--- config.mk ---
export PLATFORM = sky130hd
export DESIGN_NAME = im_fetch_ctrl
export DESIGN_NICKNAME = d
export VERILOG_FILES = /design/src/rtl/im_pkg.sv /design/src/rtl/im_fetch_fifo.sv /design/src/rtl/im_fetch_ctrl.sv
export SDC_FILE = /design/constraint.sdc
export NUM_CORES = 1
export LEC_CHECK = 0
export ABC_AREA = 1
export CORE_UTILIZATION = 35
export CTS_BUF_LIST = sky130_fd_sc_hd__clkbuf_16
export CTS_CLUSTER_DIAMETER = 80
export DETAILED_ROUTE_END_ITERATION = 8
export HOLD_SLACK_MARGIN = 0.06
export RECOVER_POWER = 50
export SYNTH_ARGS = -nofsm -noshare
export SYNTH_HDL_FRONTEND = slang
export SYNTH_HIERARCHICAL = 1
export SYNTH_SLANG_ARGS = --single-unit
--- constraint.sdc ---
create_clock -name clk -period 2.7 [get_ports clk]
set_input_delay 0.27 -clock clk [delete_from_list [all_inputs] [get_ports clk]]
set_output_delay 0.27 -clock clk [all_outputs]
set_load 0.005 [all_outputs]
--- src/rtl/im_pkg.sv ---
// im_pkg -- shared definitions for the instruction fetch controller.
// Holds the reset PC and instruction memory depth defaults, the fetch FSM
// state encoding, and the {pc, inst} record stored in the fetch buffer.
package im_pkg;

  localparam logic [31:0] PC_RESET = 32'h0000_3000;
  localparam int unsigned IM_WORDS = 1024;

  typedef enum logic [0:0] {
    ST_RUN   = 1'b0,
    ST_FAULT = 1'b1
  } fetch_state_e;

  typedef struct packed {
    logic [31:0] pc;
    logic [31:0] inst;
  } fetch_entry_t;

endpackage

--- src/rtl/im_fetch_fifo.sv ---
// im_fetch_fifo -- circular buffer of fetched {pc, inst} entries.
// Ports:
//   clk, reset_n     : clock, asynchronous active-low reset
//   push, wr_entry   : enqueue request and the entry to enqueue
//   pop              : dequeue the head entry
//   flush            : empty the buffer; overrides push and pop
//   head             : current head entry (zero after reset)
//   full, empty      : occupancy status
// A push while full is accepted only when a pop happens in the same cycle,
// so occupancy stays at DEPTH with no entry lost.
module im_fetch_fifo
  import im_pkg::*;
#(
  parameter int unsigned DEPTH = 2
) (
  input  logic         clk,
  input  logic         reset_n,
  input  logic         push,
  input  logic         pop,
  input  logic         flush,
  input  fetch_entry_t wr_entry,
  output fetch_entry_t head,
  output logic         full,
  output logic         empty
);

  localparam int unsigned PTR_W = (DEPTH > 1) ? $clog2(DEPTH) : 1;
  localparam int unsigned CNT_W = $clog2(DEPTH + 1);
  localparam logic [PTR_W-1:0] LAST_PTR = PTR_W'(DEPTH - 1);
  localparam logic [CNT_W-1:0] FULL_CNT = CNT_W'(DEPTH);

  fetch_entry_t     mem_r [DEPTH];
  logic [PTR_W-1:0] rd_ptr_r;
  logic [PTR_W-1:0] wr_ptr_r;
  logic [CNT_W-1:0] count_r;
  logic             do_push_s;
  logic             do_pop_s;

  // Pointer advance with wrap, valid for non-power-of-two depths.
  function automatic logic [PTR_W-1:0] ptr_inc(input logic [PTR_W-1:0] p);
    return (p == LAST_PTR) ? {PTR_W{1'b0}} : p + PTR_W'(1);
  endfunction

  assign full  = (count_r == FULL_CNT);
  assign empty = (count_r == CNT_W'(0));
  assign head  = mem_r[rd_ptr_r];

  // Qualify requests against the current occupancy.
  always_comb begin
    do_pop_s  = pop && !empty;
    do_push_s = push && (!full || do_pop_s);
  end

  // Storage, pointers and occupancy; flush dominates push and pop.
  always_ff @(posedge clk or negedge reset_n) begin
    if (!reset_n) begin
      rd_ptr_r <= {PTR_W{1'b0}};
      wr_ptr_r <= {PTR_W{1'b0}};
      count_r  <= {CNT_W{1'b0}};
      for (int i = 0; i < int'(DEPTH); i++) begin
        mem_r[i] <= '0;
      end
    end else if (flush) begin
      rd_ptr_r <= {PTR_W{1'b0}};
      wr_ptr_r <= {PTR_W{1'b0}};
      count_r  <= {CNT_W{1'b0}};
    end else begin
      if (do_push_s) begin
        mem_r[wr_ptr_r] <= wr_entry;
        wr_ptr_r        <= ptr_inc(wr_ptr_r);
      end
      if (do_pop_s) begin
        rd_ptr_r <= ptr_inc(rd_ptr_r);
      end
      case ({do_push_s, do_pop_s})
        2'b10:   count_r <= count_r + CNT_W'(1);
        2'b01:   count_r <= count_r - CNT_W'(1);
        default: count_r <= count_r;
      endcase
    end
  end

endmodule

--- src/rtl/im_fetch_ctrl.sv ---
// im_fetch_ctrl -- sequential instruction fetch with a small decoupling buffer.
// Ports:
//   clk, reset_n                : clock, asynchronous active-low reset
//   im_addr / im_data           : instruction memory byte address / word
//   redirect_valid, redirect_pc : branch/jump redirect
//   inst_valid/ready/data/pc    : head-of-buffer handshake towards decode
//   fetch_fault, fault_pc       : fault state and the PC that caused it
// Fetching stops with a fault when fetch_pc leaves the instruction memory
// window or a redirect target is misaligned; only a redirect leaves FAULT.
module im_fetch_ctrl #(
  parameter logic [31:0] PC_RESET  = im_pkg::PC_RESET,
  parameter int unsigned IM_WORDS  = im_pkg::IM_WORDS,
  parameter int unsigned BUF_DEPTH = 2
) (
  input  logic        clk,
  input  logic        reset_n,
  output logic [31:0] im_addr,
  input  logic [31:0] im_data,
  input  logic        redirect_valid,
  input  logic [31:0] redirect_pc,
  output logic        inst_valid,
  input  logic        inst_ready,
  output logic [31:0] inst_data,
  output logic [31:0] inst_pc,
  output logic        fetch_fault,
  output logic [31:0] fault_pc
);

  import im_pkg::*;

  localparam logic [31:0] IM_SPAN = 32'(IM_WORDS * 32'd4);

  fetch_state_e state_r;
  logic [31:0]  fetch_pc_r;
  logic [31:0]  fault_pc_r;
  logic [31:0]  pc_offset_s;
  logic         in_range_s;
  logic         pop_s;
  logic         push_s;
  logic         fifo_full_s;
  logic         fifo_empty_s;
  fetch_entry_t wr_entry_s;
  fetch_entry_t head_s;

  // Range check, handshake and push decision; a redirect suppresses both.
  always_comb begin
    pc_offset_s = fetch_pc_r - PC_RESET;
    in_range_s  = (pc_offset_s < IM_SPAN);
    pop_s       = !fifo_empty_s && inst_ready && !redirect_valid;
    wr_entry_s  = '{pc: fetch_pc_r, inst: im_data};
    if (!redirect_valid && (state_r == ST_RUN) && in_range_s &&
        (!fifo_full_s || pop_s)) begin
      push_s = 1'b1;
    end else begin
      push_s = 1'b0;
    end
  end

  im_fetch_fifo #(
    .DEPTH (BUF_DEPTH)
  ) u_fifo (
    .clk      (clk),
    .reset_n  (reset_n),
    .push     (push_s),
    .pop      (pop_s),
    .flush    (redirect_valid),
    .wr_entry (wr_entry_s),
    .head     (head_s),
    .full     (fifo_full_s),
    .empty    (fifo_empty_s)
  );

  // Fetch FSM: PC sequencing, redirects and fault capture.
  always_ff @(posedge clk or negedge reset_n) begin
    if (!reset_n) begin
      state_r    <= ST_RUN;
      fetch_pc_r <= PC_RESET;
      fault_pc_r <= 32'h0000_0000;
    end else if (redirect_valid) begin
      fetch_pc_r <= redirect_pc;
      if (redirect_pc[1:0] != 2'b00) begin
        state_r    <= ST_FAULT;
        fault_pc_r <= redirect_pc;
      end else begin
        state_r <= ST_RUN;
      end
    end else begin
      case (state_r)
        ST_RUN: begin
          if (!in_range_s) begin
            state_r    <= ST_FAULT;
            fault_pc_r <= fetch_pc_r;
          end else if (push_s) begin
            fetch_pc_r <= fetch_pc_r + 32'd4;
          end
        end
        ST_FAULT: state_r <= ST_FAULT;
        default:  state_r <= ST_FAULT;
      endcase
    end
  end

  assign im_addr     = fetch_pc_r;
  assign inst_valid  = !fifo_empty_s;
  assign inst_data   = head_s.inst;
  assign inst_pc     = head_s.pc;
  assign fetch_fault = (state_r == ST_FAULT);
  assign fault_pc    = fault_pc_r;

endmodule

Yosys cells after proc, flatten, opt, wreduce, memory -nomap -nowiden
Cells that the tools add are included.
{ "totals": {"elab_cells": 80, "register_bits": 197, "latch_bits": 0, "rom_bits": 0, "ramBits": 0, "in_bits": 68, "memories": 0} }
{ "classes": {"mux": 27, "order_cmp": 4, "n_reduce_logical": 23, "multipliers": 0, "bitwise": 4, "add_sub_neg": 6, "shifts": 0, "n_div": 0, "n_eq_ne": 6} }
{ "ops": {"columns": ["op", "count"], "rows": [
  ["two-way mux 32 bit", 8],
  ["two-way mux 64 bit", 4],
  ["bitwise mux 128 bit", 1],
  ["demux 64 bit (select 1 bit)", 1],
  ["adder 32 x 3 -> 32 bit (second input constant)", 1],
  ["less-than comparator 32 x 13 -> 1 bit (second input constant)", 1],
  ["subtractor 32 x 14 -> 32 bit (second input constant)", 1],
  ["two-way mux 1 bit", 10],
  ["nonzero test 2 bit", 5],
  ["logical AND 1 bit", 8],
  ["AND reduction 3 bit", 2],
  ["== test 2 bit (second input constant)", 2],
  ["greater-or-equal comparator 2 bit (second input constant)", 2],
  ["!= test 2 bit (second input constant)", 2],
  ["NOT 1 -> 2 bit", 2],
  ["case mux 2 bit (2 select lines)", 1],
  ["logical NOT 1 bit", 3],
  ["nonzero test 3 bit", 1],
  ["adder 1 bit (second input constant)", 2],
  ["adder 2 x 1 -> 2 bit (second input constant)", 1],
  ["== test 2 x 1 -> 1 bit (second input constant)", 1],
  ["logical NOT 2 bit", 1],
  ["logical OR 1 bit", 2],
  ["less-than comparator 2 x 1 -> 1 bit (second input constant)", 1],
  ["other kinds (6)", 7]
]} }

Longest topological paths before layout
{ "depth": {"depth_word": 11, "depth_mapped": 19, "depth_no_buf": 18} }

By module
Netlist, hierarchy kept.
{ "modules_own_cells": {"columns": ["module", "instances", "seq_area_each_um2", "cells_per_inst", "area_each_um2"], "rows": [
  ["im_fetch_fifo", 1, 3303.2, 722, 6334.8],
  ["im_fetch_ctrl", 1, 1629.1, 495, 3497.1]
]} }

Least setup slack after synthesis
Ideal clock, no wire load.
{ "synth_path": {"path_type": "register -> register", "startpoint": "register fetch_pc_r[13], in the netlist im_addr[13]", "endpoint": "register u_fifo/mem_r[47] (netlist bit)", "slack_ns": -0.001, "stages_incl_launch_ff": 16, "arrival_time_ns": 2.583, "n_path_buf": 3, "path_cell_list": "dfstp_2 > nand2_1 > nand2_2 > nor2_4 > nand2_1 > xor2_1 > nand3_1 > nor2_1 > nand4_2 > clkbuf_1 > nor2_1 > nand4_4 > buf_6 > buf_4 > nand2_1 > o21ai_2"} }
{ "synth_between": {"elab_chain_len": 7} }
{ "synth_lines": {"columns": ["element", "line_no", "text"], "rows": [
  ["start: declaration", "im_fetch_ctrl.sv:34", "logic [31:0] fetch_pc_r;"],
  ["start signal: assignment", "im_fetch_ctrl.sv:80", "fetch_pc_r <= redirect_pc;"],
  ["start signal: assignment", "im_fetch_ctrl.sv:94", "fetch_pc_r <= fetch_pc_r + 32'd4;"],
  ["subtractor 32 x 14 -> 32 bit", "im_fetch_ctrl.sv:47", "pc_offset_s = fetch_pc_r - PC_RESET;"],
  ["less-than comparator 32 x 13 -> 1 bit", "im_fetch_ctrl.sv:48", "in_range_s = (pc_offset_s < IM_SPAN);"],
  ["logical AND 1 bit (2 in series)", "im_fetch_ctrl.sv:51", "if (!redirect_valid && (state_r == ST_RUN) && in_range_s &&"],
  ["two-way mux 1 bit", "im_fetch_ctrl.sv:51", null],
  ["net push_s", "im_fetch_ctrl.sv:39", "logic push_s;"],
  ["logical AND 1 bit", "im_fetch_fifo.sv:51", "do_push_s = push && (!full || do_pop_s);"],
  ["AND reduction 2 bit (no source line)", null, null],
  ["end signal: indexed assignment", "im_fetch_fifo.sv:69", "mem_r[wr_ptr_r] <= wr_entry;"],
  ["end: declaration", "im_fetch_fifo.sv:32", "fetch_entry_t mem_r [DEPTH];"]
]} }
The timed path passes the listed nets, and every way through them passes these cells.
A chain may end at the register's enable or synchronous reset.

Final worst setup path
{ "layout_path": {"startpoint": "register fetch_pc_r[20], in the netlist im_addr[20]", "endpoint": "register u_fifo/mem_r[4] (netlist bit)"} }
The elaborated chain is that of the path after synthesis.

==> results.tsv <==
stage	metric	value	unit
run_status	status	finished, final reports clean	
global_routing	global-route wire length before repair	41600	µm
final_layout	final net count	1487	
sta	Worst-Margin Slew	1.23	ns
worst_setup_path	Critical Path Most Common Cell	nor2_2	
routing	post-route ant nets	0	
synth	sequential area share after synthesis	0.502	
power_and_ir_drop	switch share	0.295	
floorplan	DIE AREA	28800	µm²
worst_setup_path	CP Launch Type	flop	
synth	Cell Area, Synth	9830	µm²
routing	router iterations before antenna repair	7	
global_routing	largest net degree at the start of global routing	87	
worst_setup_path	Critical Path Max Stage Delay	0.44	ns
clock_tree	CTS Buf Count	17	
final_layout	Layout fillers	2667	
routing	final wirelength	27300	µm
global_routing	GRT Overall Usage	0.183	
power_and_ir_drop	Seq pwr share	0.469	
worst_setup_path	worst path cell trace	nor2_2, nand2_1, nor2_2, a21oi_1, nor2_1, nand3b_1, nor2_2, nand4_2, nor2_4, nand4_4, buf_12, clkbuf_16, nand2_1, o21ai_2	
sta	hold_ws	0.388	ns
global_routing	initial antenna violation count	0	
clock_tree	Clock Pin Slew Worst Setup and Hold Paths	0.08	ns
final_layout	Multi-input gate area	4100	µm²
routing	average wire per standard cell	15.2	µm
clock_tree	H-tree depth	4	
final_layout	Finished Layout Cells	1803	
placed_design	RePlAce Congestion	0.852	
final_layout	Area growth syn-to-layout	32.1	%
clock_tree	TritonCTS clock tree	done	
placed_design	Post-Place Cells	1752	
synth	FF+latch count, synth	197	
worst_setup_path	worst endpoint required time	3.03	ns
worst_setup_path	CP max FO	12	
synth	EDFF count, synth	0	
floorplan	Initial Utilization	0.361	
clock_tree	Root Driver	clkbuf_16	
routing	DR vias/cell	4.63	
power_and_ir_drop	Leak	6.44	nW
sta	Final Cycle Share	0.960	
floorplan	Rows	60	
clock_tree	worst-skew pair later-pin latency	0.44	ns
power_and_ir_drop	VDD IR max	0.312	mV
global_routing	gr ovfl total	0	
power_and_ir_drop	Clk pwr share	0.370	
power_and_ir_drop	PwrDens	536	nW/µm²
floorplan	Die Wd	170	µm
routing	DRT iter0 DRCs	518	
worst_setup_path	Buf/Inv on CP	2	
floorplan	Core Area	27300	µm²
routing	DRC Markers	0	
clock_tree	Max Root-Sink Buffers	2	
sta	fin. max-slew vios	0	
placed_design	hpwl dp	17700	µm
global_routing	vias in the first global route	7817	
sta	endpoints failing hold	0	
synth	commonest cells in the synthesized netlist	540 x nand2_1, 195 x dfrtp_1, 105 x inv_1, 105 x o21ai_2, 67 x nand3_1	
power_and_ir_drop	Int Pwr	0.00490	W
worst_setup_path	Setup crit end kind	flop	
worst_setup_path	Top Family by Delay on Critical Path	simple AND/OR/NAND/NOR gates	
final_layout	FF/Latch Area	4940	µm²
synth	Post-Syn Nets	1286	
synth	count leader, synth	nand2_1	
placed_design	PortBufs	197	
synth	cell count after synthesis	1217	
synth	asr flop ratio synth	1.00	
synth	Main synth FF type	dfrtp_1	
synth	Syn. warnings	6	
floorplan	die height	170	µm
final_layout	antenna diode count	0	
final_layout	share of layout cells above drive strength 1	0.157	
run	Max-Cap Viols	0	
synth	share of the synthesized area in the top cell type	0.496	
clock_tree	clock sinks	197	
routing	DR vias	8354	
synth	Distinct cells, synth	36	
synth	Yosys top cell by area	dfrtp_1	
sta	relative max-transition margin	0.183	
floorplan	# IOs	198	
power_and_ir_drop	Net Sw Power	0.00205	W
synth	Avg Synthesized Cell Area	8.08	µm²
sta	Max Fclk	386	MHz
power_and_ir_drop	Comb pwr share	0.160	
synth	most area-consuming cells after synthesis	dfrtp_1 50%, nand2_1 21%, o21ai_2 9.4%	
worst_setup_path	CP Class	flop to flop	
worst_setup_path	Worst EP arrival	2.93	ns
sta	skew final	0.0131	ns
worst_setup_path	CP max-delay cell	dfrtp_1	
power_and_ir_drop	Power, Total	0.00695	W
sta	final worst path period need	2.59	ns
sta	final setup vio count	0	
worst_hold_path	HP Class	input port to flop	
through the flow:
step,worst slack [ns],utilization,setup TNS [ns],area [µm²]
2_1_floorplan,0.124,-,0,9830
3_3_place_gp,0.0661,0.444,0,12100
3_5_place_dp,0.0575,0.444,0,12100
4_1_cts,0.0289,0.466,0,12700
5_1_grt,-0.0494,0.476,-0.789,13000
6_report,0.108,0.476,0,13000
power groups by stage:
stage          sequential, W  combinational, W  clock [W]
2_1_floorplan        0.00328          0.000503          0
3_3_place_gp         0.00332           0.00113          0
3_5_place_dp         0.00332           0.00114          0
4_1_cts              0.00326           0.00115    0.00266
5_1_grt              0.00328           0.00124    0.00277
6_report             0.00326           0.00111    0.00258
worst min-delay path, stage by stage:
cell and delay (ns):
clkdlybuf4s50_1 0.39, nand2_1 0.06, nand2_1 0.06
cells in the final DEF (no fill, tap or decap), types with 5 or more instances in the layout:
master,instances
nand2_1,537
o21ai_1,16
o21ai_0,32
nor2_1,43
a21oi_1,11
nor2_2,8
o21ai_2,105
dfrtp_1,185
clkdlybuf4s50_1,156
nand3_1,64
inv_1,103
dlygate4sd3_1,40
dfrtp_2,10
nand2_2,5
clkbuf_16,21
buf_12,5
nor2_4,7
buf_4,29
state kept, by name, summed over array words and instances (netlist names):
register and count:
u_fifo/count_r 2, u_fifo/wr_ptr_r 1, u_fifo/rd_ptr_r 1, u_fifo/mem_r 128, fault_pc 32, fetch_fault 1, im_addr 32
cells by family after synthesis:
| family | synth area share |
|---|---|
| AO/OA/AOI/OAI | 0.126 |
| AND/OR/NAND/NOR | 0.278 |
| buffers and inverters | 0.0888 |
| XOR/XNOR | 0.00267 |
| adder cells (fa/ha/maj) | 0.00127 |
| multiplexers | 0.00115 |
| flip-flops | 0.502 |
what timing repair did:
item,in CTS,in global routing
endpoints found under the setup margin,0,135
gates resized for setup,0,35
hold endpoints to repair,70,0
hold buffers,1,0
setup buffers,0,12
path summary, 6_finish.rpt:
check	from	endpoint	slack, ns	cells after the start
worst max-delay path	im_addr[20]$_DFFE_PN0P_	u_fifo/mem_r[4]$_DFFE_PN0P_	0.11	14
worst min-delay path	redirect_pc[17]	im_addr[17]$_DFFE_PN0P_	0.39	3
worst max register to register	im_addr[20]$_DFFE_PN0P_	u_fifo/mem_r[4]$_DFFE_PN0P_	0.11	14
worst min register to register	fault_pc[14]$_DFFE_PN0P_	fault_pc[14]$_DFFE_PN0P_	0.47	2
max in group asynchronous	reset_n	im_addr[24]$_DFFE_PN0P_	0.56	3
min in group asynchronous	reset_n	u_fifo/mem_r[24]$_DFFE_PN0P_	0.43	2
cell type report:
cell class	instances	share of cell area
inverters	106	0.0306
well taps	372	0.0358
multi-input cells	851	0.316
clock buffers	17	0.0328
repair buffers	245	0.191
clock inverters	15	0.0128
flip-flops and latches	197	0.381
layer usage:
layer | global-route usage | wire length, µm
met1 | 0.259 | 13200
met2 | 0.285 | 12300
met3 | 0.0410 | 1580
met4 | 0.0411 | 200
met5 | 0 | 0
(Power assumes the default switching activity.)
